===== config.mk =====
export PLATFORM = sky130hd
export DESIGN_NAME = core_ibex_instr_trace_fifo
export DESIGN_NICKNAME = d
export VERILOG_FILES = /design/src/rtl/core_ibex_trace_pkg.sv /design/src/rtl/core_ibex_trace_fifo_mem.sv /design/src/rtl/core_ibex_instr_trace_fifo.sv
export SDC_FILE = /design/constraint.sdc
export NUM_CORES = 1
export LEC_CHECK = 0
export BUFFER_PORTS_ARGS = -buffer_cell sky130_fd_sc_hd__buf_4
export CAP_MARGIN = 40
export CORE_UTILIZATION = 65
export DETAILED_ROUTE_END_ITERATION = 8
export PLACE_DENSITY = 0.95
export SLEW_MARGIN = 20
export SYNTH_ARGS = -nofsm -noshare
export SYNTH_HDL_FRONTEND = slang
export SYNTH_SLANG_ARGS = --single-unit

===== constraint.sdc =====
create_clock -name clk -period 41.8 [get_ports clk]
set_input_delay 4.18 -clock clk [delete_from_list [all_inputs] [get_ports clk]]
set_output_delay 4.18 -clock clk [all_outputs]
set_load 0.01 [all_outputs]

===== src/rtl/core_ibex_trace_pkg.sv =====
// Shared constants for the ID-stage instruction trace FIFO: flag bit positions
// and the occupancy-counter width helper.
package core_ibex_trace_pkg;

  localparam int FLAG_JUMP       = 0;
  localparam int FLAG_BRANCH     = 1;
  localparam int FLAG_COMPRESSED = 2;
  localparam int FLAG_ERR        = 3;
  localparam int FLAG_ORDER_ERR  = 4;
  localparam int NUM_FLAGS       = 5;

  // Occupancy must represent 0..DEPTH inclusive.
  function automatic int cnt_width(input int depth);
    return $clog2(depth + 1);
  endfunction

endpackage


===== src/rtl/core_ibex_trace_fifo_mem.sv =====
// Generic DEPTH x W register-array FIFO, first-word-fall-through read port.
// A pop is ignored while empty; a push at full is accepted only with a pop.
module core_ibex_trace_fifo_mem
  import core_ibex_trace_pkg::*;
#(
  parameter int DEPTH = 8,
  parameter int W     = 32
) (
  input  logic                         clk,
  input  logic                         reset,
  input  logic                         push,
  input  logic                         pop,
  input  logic [W-1:0]                 wdata,
  output logic [W-1:0]                 rdata,
  output logic                         full,
  output logic                         empty,
  output logic [cnt_width(DEPTH)-1:0]  count
);

  localparam int PW = (DEPTH > 1) ? $clog2(DEPTH) : 1;
  localparam int CW = cnt_width(DEPTH);

  logic [W-1:0]  mem [DEPTH];
  logic [PW-1:0] wptr, rptr;
  logic          do_push, do_pop;

  assign full    = (count == CW'(DEPTH));
  assign empty   = (count == '0);
  assign do_pop  = pop && !empty;
  assign do_push = push && (!full || do_pop);
  assign rdata   = mem[rptr];

  always_ff @(posedge clk) begin
    if (do_push && !reset) mem[wptr] <= wdata;
  end

  // Pointers wrap naturally since DEPTH is a power of two.
  always_ff @(posedge clk) begin
    if (reset) begin
      wptr  <= '0;
      rptr  <= '0;
      count <= '0;
    end else begin
      if (do_push) wptr <= wptr + PW'(1);
      if (do_pop)  rptr <= rptr + PW'(1);
      if (do_push && !do_pop)      count <= count + CW'(1);
      else if (!do_push && do_pop) count <= count - CW'(1);
    end
  end

endmodule


===== src/rtl/core_ibex_instr_trace_fifo.sv =====
// ID-stage instruction capture buffer with stall counting, drop accounting and
// optional RVFI order continuity check (enabled by CORE_IBEX_TRACE_ORDER_CHECK_EN).
module core_ibex_instr_trace_fifo
  import core_ibex_trace_pkg::*;
#(
  parameter int DATA_WIDTH  = 32,
  parameter int DEPTH       = 8,
  parameter int STALL_CNT_W = 8,
  parameter int DROP_CNT_W  = 16
) (
  input  logic                         clk,
  input  logic                         reset,
  input  logic                         valid_id_i,
  input  logic                         rvfi_id_done_i,
  input  logic                         err_id_i,
  input  logic                         is_compressed_id_i,
  input  logic                         branch_taken_id_i,
  input  logic                         jump_set_id_i,
  input  logic                         stall_id_i,
  input  logic [15:0]                  instr_compressed_id_i,
  input  logic [DATA_WIDTH-1:0]        instr_id_i,
  input  logic [DATA_WIDTH-1:0]        pc_id_i,
  input  logic [DATA_WIDTH-1:0]        branch_target_id_i,
  input  logic [63:0]                  rvfi_order_id_i,
  output logic                         out_valid_o,
  input  logic                         out_ready_i,
  output logic [DATA_WIDTH-1:0]        out_pc_o,
  output logic [DATA_WIDTH-1:0]        out_instr_o,
  output logic [DATA_WIDTH-1:0]        out_target_o,
  output logic [63:0]                  out_order_o,
  output logic [NUM_FLAGS-1:0]         out_flags_o,
  output logic [STALL_CNT_W-1:0]       out_stall_cnt_o,
  output logic [cnt_width(DEPTH)-1:0]  count_o,
  output logic                         overflow_o,
  output logic [DROP_CNT_W-1:0]        drop_cnt_o,
  output logic                         order_err_o
);

  typedef struct packed {
    logic [63:0]            order;
    logic [DATA_WIDTH-1:0]  target;
    logic [DATA_WIDTH-1:0]  instr;
    logic [DATA_WIDTH-1:0]  pc;
    logic [NUM_FLAGS-1:0]   flags;
    logic [STALL_CNT_W-1:0] stall;
  } entry_t;

  localparam int W = $bits(entry_t);

  entry_t                 wr_entry, rd_entry, head;
  logic [W-1:0]           rd_word;
  logic                   capture, pop, full, empty, drop, order_mis;
  logic [STALL_CNT_W-1:0] stall_cnt;

  assign capture = valid_id_i && rvfi_id_done_i;
  assign pop     = out_valid_o && out_ready_i;
  assign drop    = capture && full && !pop;

`ifdef CORE_IBEX_TRACE_ORDER_CHECK_EN
  logic [63:0] last_order;
  logic        baseline_vld;

  // First capture after reset only seeds the baseline; dropped captures still advance it.
  assign order_mis = capture && baseline_vld && (rvfi_order_id_i != last_order + 64'd1);

  always_ff @(posedge clk) begin
    if (reset) begin
      last_order   <= '0;
      baseline_vld <= 1'b0;
      order_err_o  <= 1'b0;
    end else if (capture) begin
      last_order   <= rvfi_order_id_i;
      baseline_vld <= 1'b1;
      if (order_mis) order_err_o <= 1'b1;
    end
  end
`else
  assign order_mis   = 1'b0;
  assign order_err_o = 1'b0;
`endif

  always_comb begin
    wr_entry        = '0;
    wr_entry.order  = rvfi_order_id_i;
    wr_entry.target = branch_target_id_i;
    wr_entry.instr  = is_compressed_id_i ? DATA_WIDTH'(instr_compressed_id_i) : instr_id_i;
    wr_entry.pc     = pc_id_i;
    wr_entry.stall  = stall_cnt;
    wr_entry.flags[FLAG_JUMP]       = jump_set_id_i;
    wr_entry.flags[FLAG_BRANCH]     = branch_taken_id_i;
    wr_entry.flags[FLAG_COMPRESSED] = is_compressed_id_i;
    wr_entry.flags[FLAG_ERR]        = err_id_i;
    wr_entry.flags[FLAG_ORDER_ERR]  = order_mis;
  end

  always_ff @(posedge clk) begin
    if (reset) begin
      stall_cnt  <= '0;
      overflow_o <= 1'b0;
      drop_cnt_o <= '0;
    end else begin
      if (capture) stall_cnt <= '0;
      else if (valid_id_i && stall_id_i && stall_cnt != '1) stall_cnt <= stall_cnt + STALL_CNT_W'(1);
      if (drop) begin
        overflow_o <= 1'b1;
        if (drop_cnt_o != '1) drop_cnt_o <= drop_cnt_o + DROP_CNT_W'(1);
      end
    end
  end

  core_ibex_trace_fifo_mem #(
    .DEPTH (DEPTH),
    .W     (W)
  ) u_mem (
    .clk   (clk),
    .reset (reset),
    .push  (capture),
    .pop   (pop),
    .wdata (wr_entry),
    .rdata (rd_word),
    .full  (full),
    .empty (empty),
    .count (count_o)
  );

  // Stale array contents must not leak onto the data outputs while empty.
  assign rd_entry        = entry_t'(rd_word);
  assign head            = empty ? '0 : rd_entry;
  assign out_valid_o     = !empty;
  assign out_pc_o        = head.pc;
  assign out_instr_o     = head.instr;
  assign out_target_o    = head.target;
  assign out_order_o     = head.order;
  assign out_flags_o     = head.flags;
  assign out_stall_cnt_o = head.stall;

endmodule


==> results by group <==
Placement
  – PortBufs: ~380
  – DP HPWL: between 60000 and 70000 µm
  – Post-Place Setup Slack: ~34 ns
  – Final Wtd Congestion: 0.768

Floorplan
  – Standard-cell rows: around 110
  – Die ar.: between 80000 and 90000 µm²
  – I/O pin total: 382
  – Die height: about 290 µm
  – Initial Utilization: 65.8%
  – Die width: between 200 and 300 µm
  – Core ar.: 82200 µm²

Clock tree
  – CTS tree: done
  – Post-CTS setup buffers: 0
  – Clock latency on the worst-skew pair: between 0.7 and 0.8 ns
  – CTS H-tree lvls: 4
  – TritonCTS buffer count: 138
  – CTS Root Cell: clkbuf_16
  – Hold Buf Count CTS: 0
  – Clock Path Buffers: 3
  – CTS clk-pin slew, worst paths: roughly 0.06 ns
  – CTS Sinks: roughly 1400
  – Post-CTS Resized: 0

Timing
  – RSZ-0062 raised after global routing: no
  – Setup TNS: 0 ns
  – Hold Fails Final Rpt: 0
  – Clock Skews: around 0.030 ns
  – Final Cycle Share: 19.6%
  – Fin crit period: ~8.2 ns
  – Final setup violation count: 0
  – Slew margin rel.: between 20% and 30%
  – Worst hold margin: between 0.4 and 0.5 ns
  – Fin. max-slew vios: 0
  – F_max: around 120 MHz
  – Worst-Margin Slew: 1.12 ns
  – Setup slack after layout: roughly 34 ns

Power
  – Worst IR Drop VDD: between 0.00004 and 0.00005 V
  – P_leak: a little over 20 nW
  – Power Density: 55.2 nW/µm²

Flow run
  – Max Cap Violations: 0

Logic synthesis
  – Ys async rst share: 0%
  – Post-synth EDFFs: between 1000 and 1500
  – Yosys warning count: 0
  – Syn Inst Count: 2417
  – Top cell type by total area after synthesis: edfxtp_1
  – Syn Area/Cell: about 22 µm²
  – Synthesis-stage register bit count: 1414
  – Most used DFF post-synth: edfxtp_1
  – Dominant cells by area after synthesis: edfxtp_1 76%, mux4_2 14%, mux2i_1 3.3%, nor2_1 1.4%, dfxtp_1 1.4%
  – Post-synthesis cell area: about 54000 µm²
  – Share of the yosys chip area belonging to registers: between 70 and 80%
  – Synth cell types: 44
  – Post-synth top area share: ~76%

Worst hold path
  – Min-delay worst type: reg -> reg
  – Hold Crit Depth: 2

Setup path
  – Crit path largest cell delay: around 0.60 ns
  – Crit path max fanout: 36
  – Worst path buffer plus inverter count: 6
  – Cell family with most CP delay: buffers and inverters
  – WP depth: 9
  – Critical path cell sequence: buf_16 > buf_4 > buf_12 > buf_4 > buf_16 > mux4_2 > mux2i_1 > nor2_1 > buf_4
  – CP Capture Type: output port
  – CP dominant cell by count: buf_4
  – Req. time, crit path: 37.62 ns
  – R2R cell count: 13
  – CP startpoint kind: flip-flop
  – Critical path class: reg -> out
  – Data arrival time of the worst path: around 4 ns
  – CP max-delay cell: mux4_2

Route
  – DRC viols: 0
  – Highest Signal Layer: met5
  – Vias: 27000
  – DR vias/cell: approximately 6.7
  – Iteration-0 DRC Markers: approximately 2800
  – DRT Pass-1 Iters: 5
  – Routed length on met3: 11200 µm
  – Routed WL: approximately 130000 µm
  – Post-DRT Antenna Nets: 0
  – DR WL/cell: between 30 and 40 µm
  – Met1 WL: 44400 µm
  – Met2 WL: around 67000 µm

Layout
  – Layout cells sized above 1: approximately 34%
  – Nets: between 3000 and 4000
  – Area delta synth->final: 16.6%
  – Most common cell after layout, fill and taps aside: edfxtp_1
  – Register area: around 42000 µm²
  – Most frequent cells in the layout: 1376 x edfxtp_1, 412 x buf_4, 344 x mux4_2, 205 x nor2_1, 177 x mux2i_1
  – Filler cell count: a little under 4000
  – Multi-input logic area: roughly 11000 µm²

Global route
  – Total track usage: between 30% and 40%
  – Largest net degree at the start of global routing: approximately 140
  – First-pass GRT wire length: between 150000 and 200000 µm
  – Number of global-route vias before repair: roughly 29000
  – Initial antenna violation count: 15
  – Grt ovf: 0

Outcome
  – Outcome: finished, final reports clean
==> cell usage after synthesis (all sizes together) (2+ instances only) <==
| cell type | count |
|---|---|
| dfxtp | 38 |
| edfxtp | 1376 |
| mux2 | 16 |
| xor2 | 20 |
| nor4b | 4 |
| or4 | 2 |
| nand2 | 11 |
| or3 | 3 |
| clkbuf | 39 |
| buf | 88 |
| nand4 | 5 |
| inv | 4 |
| o21ai | 4 |
| mux4 | 344 |
| ha | 7 |
| nor2b | 18 |
| nand2b | 2 |
| nand4b | 2 |
| o2111ai | 5 |
| o211ai | 3 |
| and4 | 2 |
| nor4 | 2 |
| nand3 | 6 |
| xnor2 | 3 |
| a21o | 2 |
| nor2 | 209 |
| a21oi | 8 |
| and3 | 7 |
| mux2i | 177 |
==> final cells by class <==
class                      instances  share of cell area, %
sequential                      1414                   66.7
multi-input combinational        873                   18.2
timing repair buffer             441                   6.03
clock buffer                     170                   5.76
tap                             1070                   2.12
clock inverter                    78                   1.17
antenna                           10                 0.0396
inverter                           4                 0.0238
==> power by group <==
| part | switching (W) | internal, W | total [W] |
|---|---|---|---|
| Clock | 0.000531 | 0.000681 | 0.00121 |
| Combinational | 0.000368 | 0.000327 | 0.000695 |
| Sequential | 0.0000110 | 0.00157 | 0.00158 |
==> path summary, 6_finish.rpt <==
check	startpoint	to	slack, ns
max	flip-flop	out_order_o[58]	33.61
min	u_mem.rptr[1]$_SDFFE_PP0N_	flip-flop	0.49
max reg2reg	u_mem.count[0]$_SDFFE_PP0P_	u_mem.count[3]$_SDFFE_PP0P_	37.99
min reg2reg	u_mem.rptr[1]$_SDFFE_PP0N_	flip-flop	0.49
==> state kept, by name, summed over array words and instances, names as in the netlist, named ones only <==
register / count
stall_cnt: 8
drop_cnt_o: 16
u_mem.count: 4
u_mem.mem: 1376
u_mem.wptr: 3
u_mem.rptr: 3
overflow_o: 1
==> cells by family (layout without fill, tap and decap cells) <==
family          after synthesis  in the layout  share of synthesized area, %
compound gates               26             26                         0.347
xor+xnor                     23             23                         0.372
other cells                   1             12                       0.00693
fa+ha+maj                     8              8                         0.199
buf+inv                     131            693                          1.16
simple gates                277            277                          2.24
mux                         537            537                          17.9
flops                      1414           1414                          77.8
==> stage by stage <==
stage                     std cells  total power (W)  cell area, µm²  utilization [%]
after floorplan                2418          0.00202           54100                -
after global placement         3779          0.00225           58100             70.7
after detailed placement       3799          0.00229           58600             71.3
after CTS                      4047          0.00350           63000             76.6
after global routing           4056          0.00359           63100             76.7
final                          4060          0.00349           63100             76.8
==> worst register-to-register path, stage by stage, from the launching register on <==
cell and delay (ns):
dfxtp_1 0.37, or3_4 0.46, nor2_4 0.62, buf_4 0.46, inv_1 0.18, nand2_1 0.16
ha_1 0.21, inv_1 0.10, ha_1 0.28, a21o_1 0.19, a21oi_1 0.19, xnor2_1 0.10
or3_1 0.31, a21oi_1 0.14
==> routing by layer <==
metal | vias up | track usage [%]
met5 | - | 0
met4 | 16 | 11.7
met3 | 276 | 6.49
met2 | 1623 | 51.8
met1 | 14200 | 38.4
li1 | 10900 | -
(Power assumes the default switching activity.)
